<file path="src/rtl/auto_baud_detector.sv">
// Auto-baud detector: times the falling edges of a 0x55-style sync character
// on a 2-flop synchronised rx line and reports the rounded bit period in clk cycles.
module auto_baud_detector #(
    parameter int CNT_W      = 16,
    parameter int SYNC_FALLS = 5,
    parameter int DIV_SHIFT  = 3
) (
    input  logic             clk,
    input  logic             rstN,
    input  logic             abaud,
    input  logic             rx,
    output logic [CNT_W-1:0] divOut,
    output logic             done,
    output logic             err,
    output logic             busy
);

    localparam int               FALL_W = $clog2(SYNC_FALLS + 1);
    localparam logic [CNT_W:0]   HALF   = (CNT_W+1)'(1) << (DIV_SHIFT - 1);

    generate
        if (2 * (SYNC_FALLS - 1) != 2 ** DIV_SHIFT) begin : g_bad_params
            $error("auto_baud_detector: 2*(SYNC_FALLS-1) must equal 2**DIV_SHIFT");
        end
    endgenerate

    typedef enum logic [2:0] {
        IDLE, ARM, MEASURE, STOP, DONE, ERR
    } state_t;

    state_t             state_q, state_d;
    logic               rx_meta_q, rx_sync_q, rx_prev_q;
    logic [CNT_W-1:0]   cnt_q, cnt_d;
    logic [FALL_W-1:0]  falls_q, falls_d, falls_inc;
    logic [CNT_W-1:0]   div_q, div_d;
    logic               done_q, err_q, busy_q;
    logic               fall;

    // Rounded divide of the span by the number of bit periods it covers.
    function automatic logic [CNT_W-1:0] round_div(input logic [CNT_W-1:0] c);
        logic [CNT_W:0] s;
        s = {1'b0, c} + HALF;
        return CNT_W'(s >> DIV_SHIFT);
    endfunction

    assign fall      = rx_prev_q & ~rx_sync_q;
    assign falls_inc = falls_q + FALL_W'(1);

    always_comb begin
        state_d = state_q;
        cnt_d   = cnt_q;
        falls_d = falls_q;
        div_d   = div_q;
        unique case (state_q)
            IDLE: begin
                if (abaud) state_d = ARM;
            end
            ARM: begin
                if (!abaud) begin
                    state_d = IDLE;
                end else if (fall) begin
                    state_d = MEASURE;
                    cnt_d   = '0;
                    falls_d = FALL_W'(1);
                end
            end
            MEASURE: begin
                // Abort outranks overflow, which outranks counting the final fall.
                if (!abaud) begin
                    state_d = IDLE;
                end else if (cnt_q == '1) begin
                    state_d = ERR;
                end else begin
                    cnt_d = cnt_q + CNT_W'(1);
                    if (fall) begin
                        falls_d = falls_inc;
                        if (falls_inc == FALL_W'(SYNC_FALLS)) state_d = STOP;
                    end
                end
            end
            STOP: begin
                if (!abaud) begin
                    state_d = IDLE;
                end else if (rx_sync_q) begin
                    state_d = DONE;
                    div_d   = round_div(cnt_q);
                end
            end
            DONE:    state_d = IDLE;
            ERR:     state_d = IDLE;
            default: state_d = IDLE;
        endcase
    end

    always_ff @(posedge clk or negedge rstN) begin
        if (!rstN) begin
            rx_meta_q <= 1'b1;
            rx_sync_q <= 1'b1;
            rx_prev_q <= 1'b1;
            state_q   <= IDLE;
            cnt_q     <= '0;
            falls_q   <= '0;
            div_q     <= '0;
            done_q    <= 1'b0;
            err_q     <= 1'b0;
            busy_q    <= 1'b0;
        end else begin
            rx_meta_q <= rx;
            rx_sync_q <= rx_meta_q;
            rx_prev_q <= rx_sync_q;
            state_q   <= state_d;
            cnt_q     <= cnt_d;
            falls_q   <= falls_d;
            div_q     <= div_d;
            done_q    <= (state_d == DONE);
            err_q     <= (state_d == ERR);
            busy_q    <= (state_d != IDLE);
        end
    end

    assign divOut = div_q;
    assign done   = done_q;
    assign err    = err_q;
    assign busy   = busy_q;

endmodule

</file>
<file path="config.mk">
export PLATFORM = sky130hd
export DESIGN_NAME = auto_baud_detector
export DESIGN_NICKNAME = d
export VERILOG_FILES = /design/src/rtl/auto_baud_detector.sv
export SDC_FILE = /design/constraint.sdc
export NUM_CORES = 1
export LEC_CHECK = 0
export CAP_MARGIN = 10
export CORE_MARGIN = 4
export CORE_UTILIZATION = 40
export DETAILED_ROUTE_END_ITERATION = 10
export GPL_ROUTABILITY_DRIVEN = 0
export HOLD_SLACK_MARGIN = 0.08
export PLACE_DENSITY = 0.64
export SLEW_MARGIN = 20
export SYNTH_ARGS = -nofsm -noshare
export SYNTH_HDL_FRONTEND = slang
export SYNTH_SLANG_ARGS = --single-unit
</file>
<file path="constraint.sdc">
create_clock -name clk -period 1.7 [get_ports clk]
set_input_delay 0.34 -clock clk [delete_from_list [all_inputs] [get_ports clk]]
set_output_delay 0.34 -clock clk [all_outputs]
set_load 0.03 [all_outputs]
</file>
==> summary.md <==
| Metric | Value |
|---|---|
| Max Cap Violations | 0 |
| Met2 WL | 2.41 mm |
| Clock tree sinks | 42 |
| Post-synth ARST share | 100% |
| Syn_area_per_cell | 9.94 um^2 |
| Clk_skew | 0.00352 ns |
| Most common cell in the netlist | dfrtp_1 |
| Prevailing post-synth register cell | dfrtp_1 |
| NumNets Final | 292 |
| Outcome | complete, but fails checks |
| Final WS setup | -0.0627 ns |
| Commonest cells post-synth | dfrtp_1 (39), nor2_1 (33), xnor2_1 (18) |
| Wirelength per Cell | 14.0 um |
| Yosys warnings | 0 |
| CTS Buffer Depth | 2 |
| VDD IR-drop max | 0.309 mV |
| Synth top area share | 46.8% |
| Arr. time, crit path | 1.98 ns |
| Final Cell Area | 3060 um^2 |
| Hold Slack | 0.366 ns |
| Placed Area | 2690 um^2 |
| Leakage | 1.40 nW |
| Vias in the first global route | 1592 |
| Cell variety after synth | 43 |
| Syn Std Cell Area | 2090 um^2 |
| Post-Layout Cell Count | 355 |
| Vias | 1749 |
| CP max stage cell | nor4_4 |
| Max layer used | met4 |
| 1st-pass router iterations | 4 |
| First-pass GRT wire length | 7.58 mm |
| Critical Path, Cell by Cell | ha_2 -> nand3_2 -> nor4_4 -> buf_6 -> nand2_1 -> a21oi_1 -> nor2b_1 |
| Ports | 23 |
| Hold Vio Cnt, Final | 0 |
| Violated checks | setup timing |
| CP required | 1.92 ns |
| Routed metal-1 wirelength | 2.29 mm |
| Pwr dens | 803 nW/um^2 |
| Placed insts | 339 |
| Crit-path max cell delay | 0.39 ns |
| Crit Path Class | reg -> reg |
| Initial DRC count | 94 |
| Worst-path clk slew | 0.08 ns |
| Rows | 26 |
| Yosys reg bits | 42 |
| CTS tree | yes |
| H-tree lvl count | 2 |
| Routed vias/inst | 4.93 |
| Die area | 6440 um^2 |
| Worst slack, placed | -0.338 ns |
| Final setup fails | 10 |
| Seq/Total Area, Yosys | 50.5% |
| Fin crit share | 104% |
| Clk Latency, worst-skew pair | 0.30 ns |
| Worst-path maximum fanout | 8 |
| Layout cell share with drive strength beyond 1 | 35.1% |
| RSZ-0062 raised after global routing | yes |
| Layout area overhead | 46.6% |
| Synth area leader | dfrtp_1 |
| Cell count after synthesis | 210 |
| Initial antenna violation count | 0 |
| Die W | 80.2 um |
| Initial core utilization | 41.1% |
| # DRC | 0 |
| N_diodes | 0 |
| DR WL met3 | 171 um |
| Post-synth EDFFs | 0 |
| Port Buffers | 20 |
| Fill cells | 453 |
| Hold WC Path Type | reg -> reg |
| Antenna viol nets, final | 0 |
| Largest net degree at the start of global routing | 27 |
| Min cycle time layout | 1.76 ns |
| HPWL Detailed | 3.44 mm |
| GR Util All Layers | 15.5% |
| Worst Setup End Kind | flip-flop |
| Core box area | 5070 um^2 |
| Setup crit start kind | flip-flop |
| Synth top area cells | dfrtp_1 (47%), xnor2_1 (7.6%), nor2_1 (5.9%) |
| Slew Viols, Final | 0 |
| Die Y | 80.2 um |
| Root Driver | clkbuf_8 |
| Total CTS buffers | 5 |
| GRT Residual Overflow | 0 |
| Final WL | 4.97 mm |
| Setup tns final | -0.261 ns |
| Max Freq | 567 MHz |
==> where the power goes <==
group	leakage [nW]	internal, mW	switching [mW]
Sequential	0.548	1.12	0.0728
Combinational	0.809	0.277	0.359
Clock	0.0395	0.292	0.334
Total	1.40	1.69	0.766
==> worst paths after layout <==
path	startpoint	to	slack [ns]	cells after the start
worst max-delay path	cnt_q[1]	err	-0.06	7
worst min-delay path	rx_meta_q	rx_sync_q	0.37	0
worst max register to register	cnt_q[1]	err	-0.06	7
worst min register to register	rx_meta_q	rx_sync_q	0.37	0
max in group asynchronous	rstN	rx_prev_q	0.66	3
min in group asynchronous	rstN	divOut[6]	0.50	2
==> critical path: cells and delay by family, from the launching register on <==
kind                     cells  cell delay, ns
adder cells (fa/ha/maj)      1            0.20
buffers and inverters        1            0.20
AO/OA/AOI/OAI                1            0.17
flip-flops                   1            0.36
AND/OR/NAND/NOR              4            0.75
==> cell usage in the layout (no fill, tap or decap), drive strengths merged, types with 4 or more instances in the layout <==
| master | n |
|---|---|
| buf | 52 |
| dfrtp | 39 |
| nor2 | 34 |
| xnor2 | 18 |
| nand2 | 17 |
| a21oi | 15 |
| clkdlybuf4s50 | 12 |
| nor3 | 8 |
| clkbuf | 8 |
| nand3 | 8 |
| dlymetal6s2s | 7 |
| inv | 6 |
| xor2 | 6 |
| nor4 | 5 |
| o21ai | 4 |
| ha | 4 |
==> final cells by class <==
cell class | instances | area (um^2) | share of cell area (%)
repair buffers | 72 | 648 | 21.2
inverters | 6 | 22.5 | 0.736
flip-flops and latches | 42 | 1050 | 34.5
multi-input cells | 157 | 1170 | 38.1
clock buffers | 8 | 80.1 | 2.62
well taps | 70 | 87.6 | 2.86
==> metrics by stage <==
stage,util (%),power (mW)
3_3_place_gp,53.0,1.83
5_1_grt,60.3,2.59
4_1_cts,55.6,2.46
3_5_place_dp,53.0,1.84
6_report,60.3,2.46
2_1_floorplan,-,1.56
==> sequential cells by signal, summed over array words and instances (netlist names) <==
register   count
cnt_q         16
divOut        14
falls_q        3
state_q        3
busy           1
done           1
err            1
rx_meta_q      1
rx_prev_q      1
rx_sync_q      1
==> kinds of logic (layout without fill, tap and decap cells) <==
kind of cell    count (synthesis)  in the layout  synth area share (%)
other cells                     1              2                 0.180
xor+xnor                       24             24                  10.1
buf+inv                        12             86                  2.94
flops                          42             42                  50.5
fa+ha+maj                       4              4                  2.40
compound gates                 28             28                  7.91
mux                             5              5                  2.52
simple gates                   94             94                  23.4
==> routing by layer <==
metal  up-vias  GRT usage (%)
li1        869              -
met1       841           21.1
met2        30           24.3
met3         9           3.81
met4         0           5.07
met5         -              0
==> what timing repair did <==
action                     4_1_cts  5_1_grt
cloned                           0        2
buffers inserted                 0        5
hold endpoints to repair        16        0
setup endpoints to repair       19       39
gates resized for setup          7       39
hold buffers                     1        0
pin swaps                        2        9
Power figures use the tool's default switching activity.
